File: config.mk
export PLATFORM = sky130hd
export DESIGN_NAME = kmeans_point_ram_ctrl
export DESIGN_NICKNAME = d
export VERILOG_FILES = /design/src/rtl/kmeans_pkg.sv /design/src/rtl/km_sync_fifo.sv /design/src/rtl/kmeans_point_ram_ctrl.sv
export SDC_FILE = /design/constraint.sdc
export NUM_CORES = 1
export LEC_CHECK = 0
export ABC_AREA = 1
export CORE_ASPECT_RATIO = 0.75
export CORE_MARGIN = 2
export CORE_UTILIZATION = 50
export DETAILED_ROUTE_END_ITERATION = 6
export GPL_TIMING_DRIVEN = 0
export HOLD_SLACK_MARGIN = 0.08
export PLACE_DENSITY = 0.8
export SETUP_SLACK_MARGIN = 0.15
export SYNTH_ARGS = -nofsm -noshare
export SYNTH_HDL_FRONTEND = slang
export SYNTH_SLANG_ARGS = --single-unit
File: constraint.sdc
create_clock -name clk -period 16.4 [get_ports clk]
set_clock_uncertainty 0.1 [all_clocks]
set_input_delay 3.28 -clock clk [delete_from_list [all_inputs] [get_ports clk]]
set_output_delay 3.28 -clock clk [all_outputs]
set_load 0.1 [all_outputs]
File: src/rtl/kmeans_pkg.sv
// Shared widths, point type and controller state encoding for the k-means point RAM controller.
package kmeans_pkg;

  localparam int KM_DATA_W = 91;
  localparam int KM_ADDR_W = 10;

  typedef logic [KM_DATA_W-1:0] km_point_t;

  typedef enum logic {
    IDLE  = 1'b0,
    CLEAR = 1'b1
  } ram_ctrl_st_e;

endpackage

File: src/rtl/km_sync_fifo.sv
// Small synchronous FIFO with registered storage and first-word-fall-through read.
// Pushes while full and pops while empty are ignored.
module km_sync_fifo #(
  parameter int WIDTH = 8,
  parameter int DEPTH = 4
) (
  input  logic             clk,
  input  logic             rst_n,
  input  logic             push,
  input  logic [WIDTH-1:0] push_data,
  input  logic             pop,
  output logic [WIDTH-1:0] pop_data,
  output logic             full,
  output logic             empty
);

  localparam int PTR_W = $clog2(DEPTH);
  localparam logic [PTR_W:0] PTR_ONE = 1;

  logic [PTR_W:0]   wr_ptr_q, wr_ptr_d;
  logic [PTR_W:0]   rd_ptr_q, rd_ptr_d;
  logic [WIDTH-1:0] mem_q [DEPTH];
  logic             push_ok;
  logic             pop_ok;

  // The extra pointer MSB distinguishes full from empty when the indices match.
  assign empty    = (wr_ptr_q == rd_ptr_q);
  assign full     = (wr_ptr_q[PTR_W] != rd_ptr_q[PTR_W]) &&
                    (wr_ptr_q[PTR_W-1:0] == rd_ptr_q[PTR_W-1:0]);
  assign push_ok  = push & ~full;
  assign pop_ok   = pop & ~empty;
  assign pop_data = mem_q[rd_ptr_q[PTR_W-1:0]];

  always_comb begin
    wr_ptr_d = wr_ptr_q;
    rd_ptr_d = rd_ptr_q;
    if (push_ok) begin
      wr_ptr_d = wr_ptr_q + PTR_ONE;
    end
    if (pop_ok) begin
      rd_ptr_d = rd_ptr_q + PTR_ONE;
    end
  end

  always_ff @(posedge clk) begin
    if (!rst_n) begin
      wr_ptr_q <= '0;
      rd_ptr_q <= '0;
    end else begin
      wr_ptr_q <= wr_ptr_d;
      rd_ptr_q <= rd_ptr_d;
    end
  end

  always_ff @(posedge clk) begin
    if (push_ok) begin
      mem_q[wr_ptr_q[PTR_W-1:0]] <= push_data;
    end
  end

endmodule

File: src/rtl/kmeans_point_ram_ctrl.sv
// Point SRAM controller: buffers host writes, serves core streaming reads, clears the SRAM on request.
// Optional KMEANS_RAM_RD_PIPE_EN adds a second output register on the read data path.
module kmeans_point_ram_ctrl
  import kmeans_pkg::*;
#(
  parameter int DATA_W     = KM_DATA_W,
  parameter int ADDR_W     = KM_ADDR_W,
  parameter int FIFO_DEPTH = 4
) (
  input  logic              clk,
  input  logic              rst_n,
  input  logic              hw_valid,
  input  logic [DATA_W-1:0] hw_addr,
  input  logic [DATA_W-1:0] hw_data,
  input  logic              go,
  input  logic              clr_start,
  input  logic              rd_req_valid,
  output logic              rd_req_ready,
  input  logic [ADDR_W-1:0] rd_addr,
  output logic              rd_data_valid,
  output logic [DATA_W-1:0] rd_data,
  output logic              busy,
  output logic              err_ovf,
  output logic              err_addr,
  output logic [ADDR_W:0]   wr_count,
  output logic              mem_ce,
  output logic              mem_we,
  output logic [ADDR_W-1:0] mem_addr,
  output logic [DATA_W-1:0] mem_wdata,
  input  logic [DATA_W-1:0] mem_rdata
);

  localparam int DEPTH = 1 << ADDR_W;
  localparam int ENT_W = ADDR_W + DATA_W;
  localparam logic [ADDR_W:0]   WR_CNT_MAX = (ADDR_W+1)'(DEPTH);
  localparam logic [ADDR_W:0]   WR_CNT_ONE = 1;
  localparam logic [ADDR_W-1:0] CLR_ONE    = 1;
  localparam logic [ADDR_W-1:0] CLR_LAST   = '1;

  ram_ctrl_st_e      state_q, state_d;
  logic [ADDR_W-1:0] clr_ptr_q, clr_ptr_d;
  logic [ADDR_W:0]   wr_count_q, wr_count_d;
  logic              err_ovf_q, err_ovf_d;
  logic              err_addr_q, err_addr_d;
  logic              rd_pend_q, rd_pend_d;
  logic              rd_vld_q, rd_vld_d;
  logic [DATA_W-1:0] rd_data_q, rd_data_d;

  logic              addr_bad;
  logic              fifo_push;
  logic              fifo_pop;
  logic              fifo_full;
  logic              fifo_empty;
  logic [ENT_W-1:0]  fifo_wdata;
  logic [ENT_W-1:0]  fifo_rdata;
  logic              rd_accept;

  // Intake: full is sampled before any pop this cycle, so push+pop while full drops.
  assign addr_bad   = |hw_addr[DATA_W-1:ADDR_W];
  assign fifo_push  = hw_valid & ~addr_bad & ~fifo_full;
  assign fifo_wdata = {hw_addr[ADDR_W-1:0], hw_data};

  km_sync_fifo #(
    .WIDTH (ENT_W),
    .DEPTH (FIFO_DEPTH)
  ) u_wr_fifo (
    .clk       (clk),
    .rst_n     (rst_n),
    .push      (fifo_push),
    .push_data (fifo_wdata),
    .pop       (fifo_pop),
    .pop_data  (fifo_rdata),
    .full      (fifo_full),
    .empty     (fifo_empty)
  );

  assign rd_req_ready = rst_n && (state_q == IDLE) && fifo_empty;
  assign rd_accept    = rd_req_valid & rd_req_ready;
  assign busy         = rst_n && ((state_q == CLEAR) || !fifo_empty);

  always_comb begin
    state_d    = state_q;
    clr_ptr_d  = clr_ptr_q;
    wr_count_d = wr_count_q;
    fifo_pop   = 1'b0;
    mem_ce     = 1'b0;
    mem_we     = 1'b0;
    mem_addr   = '0;
    mem_wdata  = '0;
    if (rst_n) begin
      case (state_q)
        IDLE: begin
          if (!fifo_empty) begin
            fifo_pop  = 1'b1;
            mem_ce    = 1'b1;
            mem_we    = 1'b1;
            mem_addr  = fifo_rdata[DATA_W +: ADDR_W];
            mem_wdata = fifo_rdata[DATA_W-1:0];
            if (wr_count_q != WR_CNT_MAX) begin
              wr_count_d = wr_count_q + WR_CNT_ONE;
            end
          end else if (rd_accept) begin
            mem_ce   = 1'b1;
            mem_addr = rd_addr;
          end
          if (clr_start && !go) begin
            state_d    = CLEAR;
            clr_ptr_d  = '0;
            wr_count_d = '0;
          end
        end
        CLEAR: begin
          mem_ce    = 1'b1;
          mem_we    = 1'b1;
          mem_addr  = clr_ptr_q;
          clr_ptr_d = clr_ptr_q + CLR_ONE;
          if (clr_ptr_q == CLR_LAST) begin
            state_d = IDLE;
          end
        end
        default: state_d = IDLE;
      endcase
    end
  end

  // Errors are sticky; read data is captured one cycle after the SRAM access.
  always_comb begin
    err_addr_d = err_addr_q | (hw_valid & addr_bad);
    err_ovf_d  = err_ovf_q | (hw_valid & ~addr_bad & fifo_full);
    rd_pend_d  = rd_accept;
    rd_vld_d   = rd_pend_q;
    rd_data_d  = rd_pend_q ? mem_rdata : rd_data_q;
  end

  always_ff @(posedge clk) begin
    if (!rst_n) begin
      state_q    <= IDLE;
      clr_ptr_q  <= '0;
      wr_count_q <= '0;
      err_ovf_q  <= 1'b0;
      err_addr_q <= 1'b0;
      rd_pend_q  <= 1'b0;
      rd_vld_q   <= 1'b0;
      rd_data_q  <= '0;
    end else begin
      state_q    <= state_d;
      clr_ptr_q  <= clr_ptr_d;
      wr_count_q <= wr_count_d;
      err_ovf_q  <= err_ovf_d;
      err_addr_q <= err_addr_d;
      rd_pend_q  <= rd_pend_d;
      rd_vld_q   <= rd_vld_d;
      rd_data_q  <= rd_data_d;
    end
  end

  assign err_ovf  = err_ovf_q;
  assign err_addr = err_addr_q;
  assign wr_count = wr_count_q;

`ifdef KMEANS_RAM_RD_PIPE_EN
  logic              rd_vld2_q, rd_vld2_d;
  logic [DATA_W-1:0] rd_data2_q, rd_data2_d;

  always_comb begin
    rd_vld2_d  = rd_vld_q;
    rd_data2_d = rd_vld_q ? rd_data_q : rd_data2_q;
  end

  always_ff @(posedge clk) begin
    if (!rst_n) begin
      rd_vld2_q  <= 1'b0;
      rd_data2_q <= '0;
    end else begin
      rd_vld2_q  <= rd_vld2_d;
      rd_data2_q <= rd_data2_d;
    end
  end

  assign rd_data_valid = rd_vld2_q;
  assign rd_data       = rd_data2_q;
`else
  assign rd_data_valid = rd_vld_q;
  assign rd_data       = rd_data_q;
`endif

endmodule

==> impl_metrics.csv <==
group,metric,value,unit
detailed_routing,ant_nets,0,
critical_path,path_delay_family,"buffers and inverters",
pwr,pwr-share-seq,48.7,%
timing,setup_viol,0,
clock_network,clk_pin_slew,0.06,ns
pwr,irDropWorstVdd,107,µV
synth,synth_warnings,0,
synth,synth_most_common_cell,"nor2_1",
floorplan,initial_core_util,50.3,%
pwr,p_leak,10.1,nW
critical_path,worst_ep_required_time,13.02,ns
pwr,p_int,0.00226,W
synth,yosys.area.top_type,"edfxtp_1",
finish,area_growth,36.6,%
synth,syn-num-nets,2285,
timing,setup_tns,0,ns
pwr,comb_power_share,12.0,%
clock_network,post_cts_resized,0,
detailed_routing,via_count,17153,
finish,fin_nets,2850,
global_route,grt_pass1_wl,97800,µm
critical_path,critPathMaxFanout,10,
critical_path,crit_chain,"clkdlybuf4s50_1 > buf_2 > nand2_2 > buf_2 > a21oi_1 > clkdlybuf4s50_1",
place,hpwl,46000,µm
synth,synth_cells,1988,
synth,synthTopCellsByCount,"nor2_1, edfxtp_1, o21ai_0",
critical_path,arrival,6.52,ns
pwr,clock_power_share,39.3,%
place,globalplace.congestion,0.943,
critical_path,start_kind,"input port",
pwr,power,0.00302,W
critical_path,worstSetupPathType,"in2out",
detailed_routing,drt-total-wl,66200,µm
critical_path,end_kind,"output pin",
detailed_routing,wl_per_cell,20.9,µm
timing,fin_crit_sh,60.3,%
clock_network,holdBufCountCts,0,
global_route,overflow,0,
pwr,p_per_area,105,nW/µm²
timing,tightest_slew,1.14,ns
clock_network,post_cts_buffers,0,
detailed_routing,drt_pass1_iterations,6,
run,cap_violations,0,
synth,ys_top_cells_by_area,"edfxtp_1, nor2_1, dfxtp_1, o21ai_0, a21oi_1",
worst_hold_path,hp-class,"reg2reg",
timing,fmax,0.101,GHz
floorplan,io_pins,499,
synth,synthFlopType,"edfxtp_1",
timing,slew_headroom,23.8,%
clock_network,cts_tree,"yes",
timing,drv_slew,0,
pwr,p_switching,0.000758,W
synth,synth_top_area_share,57.7,%
floorplan,die_height,182,µm
clock_network,cts_sinks,529,
detailed_routing,drc,0,
clock_network,cts_made_buffers,51,
critical_path,cp_slowest_cell,"clkdlybuf4s50_1",
synth,synth-edff-count,404,
status,outcome,"finished clean",
floorplan,fp.dieW,241,µm
global_route,grt_pass1_vias,17100,
timing,finalHoldViolCount,0,
finish,drive_above_1_share,5.59,%
clock_network,cts_root_buf,"clkbuf_16",
timing,rsz0062_at_grt,"no",
global_route,track_usage,29.6,%
pwr,switching_share,25.1,%
global_route,antenna_found_initial,8,
floorplan,placementRows,65,
synth,synthArstFlopShare,0,%
synth,syn_area_per_cell,10.6,µm²
critical_path,critPathBufInv,4,
synth,yosysUniqueCellTypes,37,
detailed_routing,drt_first_iter_violations,1636,
global_route,grt_max_degree,30,
floorplan,fp.coreArea,41800,µm²
clock_network,insertion_delay,0.57,ns
place,portBuffers,498,
synth,syn_area,21000,µm²
critical_path,slowest_delay,1.27,ns
synth,synth_seq_cells,529,
clock_network,clock_path_buffers,3,
clock_network,htreeDepth,2,
timing,min_period,9.90,ns
detailed_routing,routed_via_density,5.41,
synth,yosysSeqAreaShare,69.6,%
floorplan,dieArea,43700,µm²
-- path summary, 6_finish.rpt --
path              cells after the start                          startpoint  slack (ns)                               end
hold / removal                        2                 err_addr$_SDFF_PN0_        0.39               err_addr$_SDFF_PN0_
setup / recovery                      6                               rst_n        6.50                     mem_wdata[73]
hold reg to reg                       2                 err_addr$_SDFF_PN0_        0.39               err_addr$_SDFF_PN0_
setup reg to reg                      9  u_wr_fifo.wr_ptr_q[0]$_SDFFE_PN0P_       13.46  u_wr_fifo.mem_q[2][21]$_DFFE_PP_
-- per-stage QoR --
stage | hold WS, ns | setup slack [ns] | cells | cell area (µm²) | utilization (%)
final | 0.387 | 6.50 | 3168 | 28700 | 68.7
after global routing | 0.421 | 6.47 | 3166 | 28700 | 68.7
after CTS | 0.388 | 6.52 | 3164 | 28700 | 68.7
after detailed placement | 0.369 | 6.54 | 3069 | 27000 | 64.7
after global placement | 0.356 | 3.38 | 3055 | 26700 | 63.9
after floorplan | 0.362 | 6.99 | 1988 | 21000 | -
-- state kept, by name (all words and copies together) (netlist names), named ones only --
| signal | count |
|---|---|
| u_wr_fifo.rd_ptr_q | 3 |
| err_addr | 1 |
| clr_ptr_q | 10 |
| rd_data_valid | 1 |
| wr_count | 11 |
| state_q | 1 |
| u_wr_fifo.mem_q | 404 |
| rd_pend_q | 1 |
| u_wr_fifo.wr_ptr_q | 3 |
| rd_data | 91 |
| err_ovf | 1 |
-- per-layer routing --
layer	vias to the layer above	part of all wire (%)	GRT usage, %	wire length, µm
li1	7970	-	-	-
met1	8232	41	40.8	27200
met2	796	47	47.3	30900
met3	147	9.2	6.35	6110
met4	8	2.8	9.11	1870
met5	-	0.083	0	55
-- worst register-to-register path: stages, from the launching register on --
cell and delay [ns]:
dfxtp_1 0.46, xnor2_1 0.16, nand2_1 0.08, or2_2 0.14
inv_1 0.05, nor2_2 0.17, inv_1 0.19, nor2_4 0.71
buf_12 0.32, buf_12 0.24
-- layout by cell type (no fill, tap or decap), types with 8 or more instances in the layout --
master / n
nor2_1: 692
clkdlybuf4s50_1: 498
edfxtp_1: 404
o21ai_0: 305
dfxtp_1: 125
a21oi_1: 115
clkbuf_1: 85
nand2_1: 81
clkbuf_16: 54
inv_1: 47
buf_2: 34
nand3_1: 24
buf_12: 14
nand4_1: 13
clkinv_2: 11
clkinv_1: 9
o221ai_1: 8
ha_1: 8
-- cell families after synthesis --
logic type	Yosys count	share of synthesized area (%)
compound gates	440	10.7
xor+xnor	10	0.416
fa+ha+maj	8	0.476
buf+inv	165	3.21
flops	529	69.6
simple gates	836	15.6
-- layout make-up --
class | count | area [µm²]
buffer | 114 | 482
multi-input combinational | 1294 | 5760
tap | 569 | 712
timing repair buffer | 512 | 5270
fill | 3070 | 13100
antenna | 4 | 10.0
inverter | 51 | 194
clock inverter | 27 | 268
sequential | 529 | 14600
clock buffer | 68 | 1420
-- power by group through the flow --
stage / logic, W / registers (W) / clock network [W]
after floorplan: 0.0000803 / 0.00162 / 0
after global placement: 0.000355 / 0.00150 / 0
after detailed placement: 0.000359 / 0.00150 / 0
after CTS: 0.000361 / 0.00147 / 0.00120
after global routing: 0.000378 / 0.00147 / 0.00125
final: 0.000362 / 0.00147 / 0.00119
(Power assumes the default switching activity.)
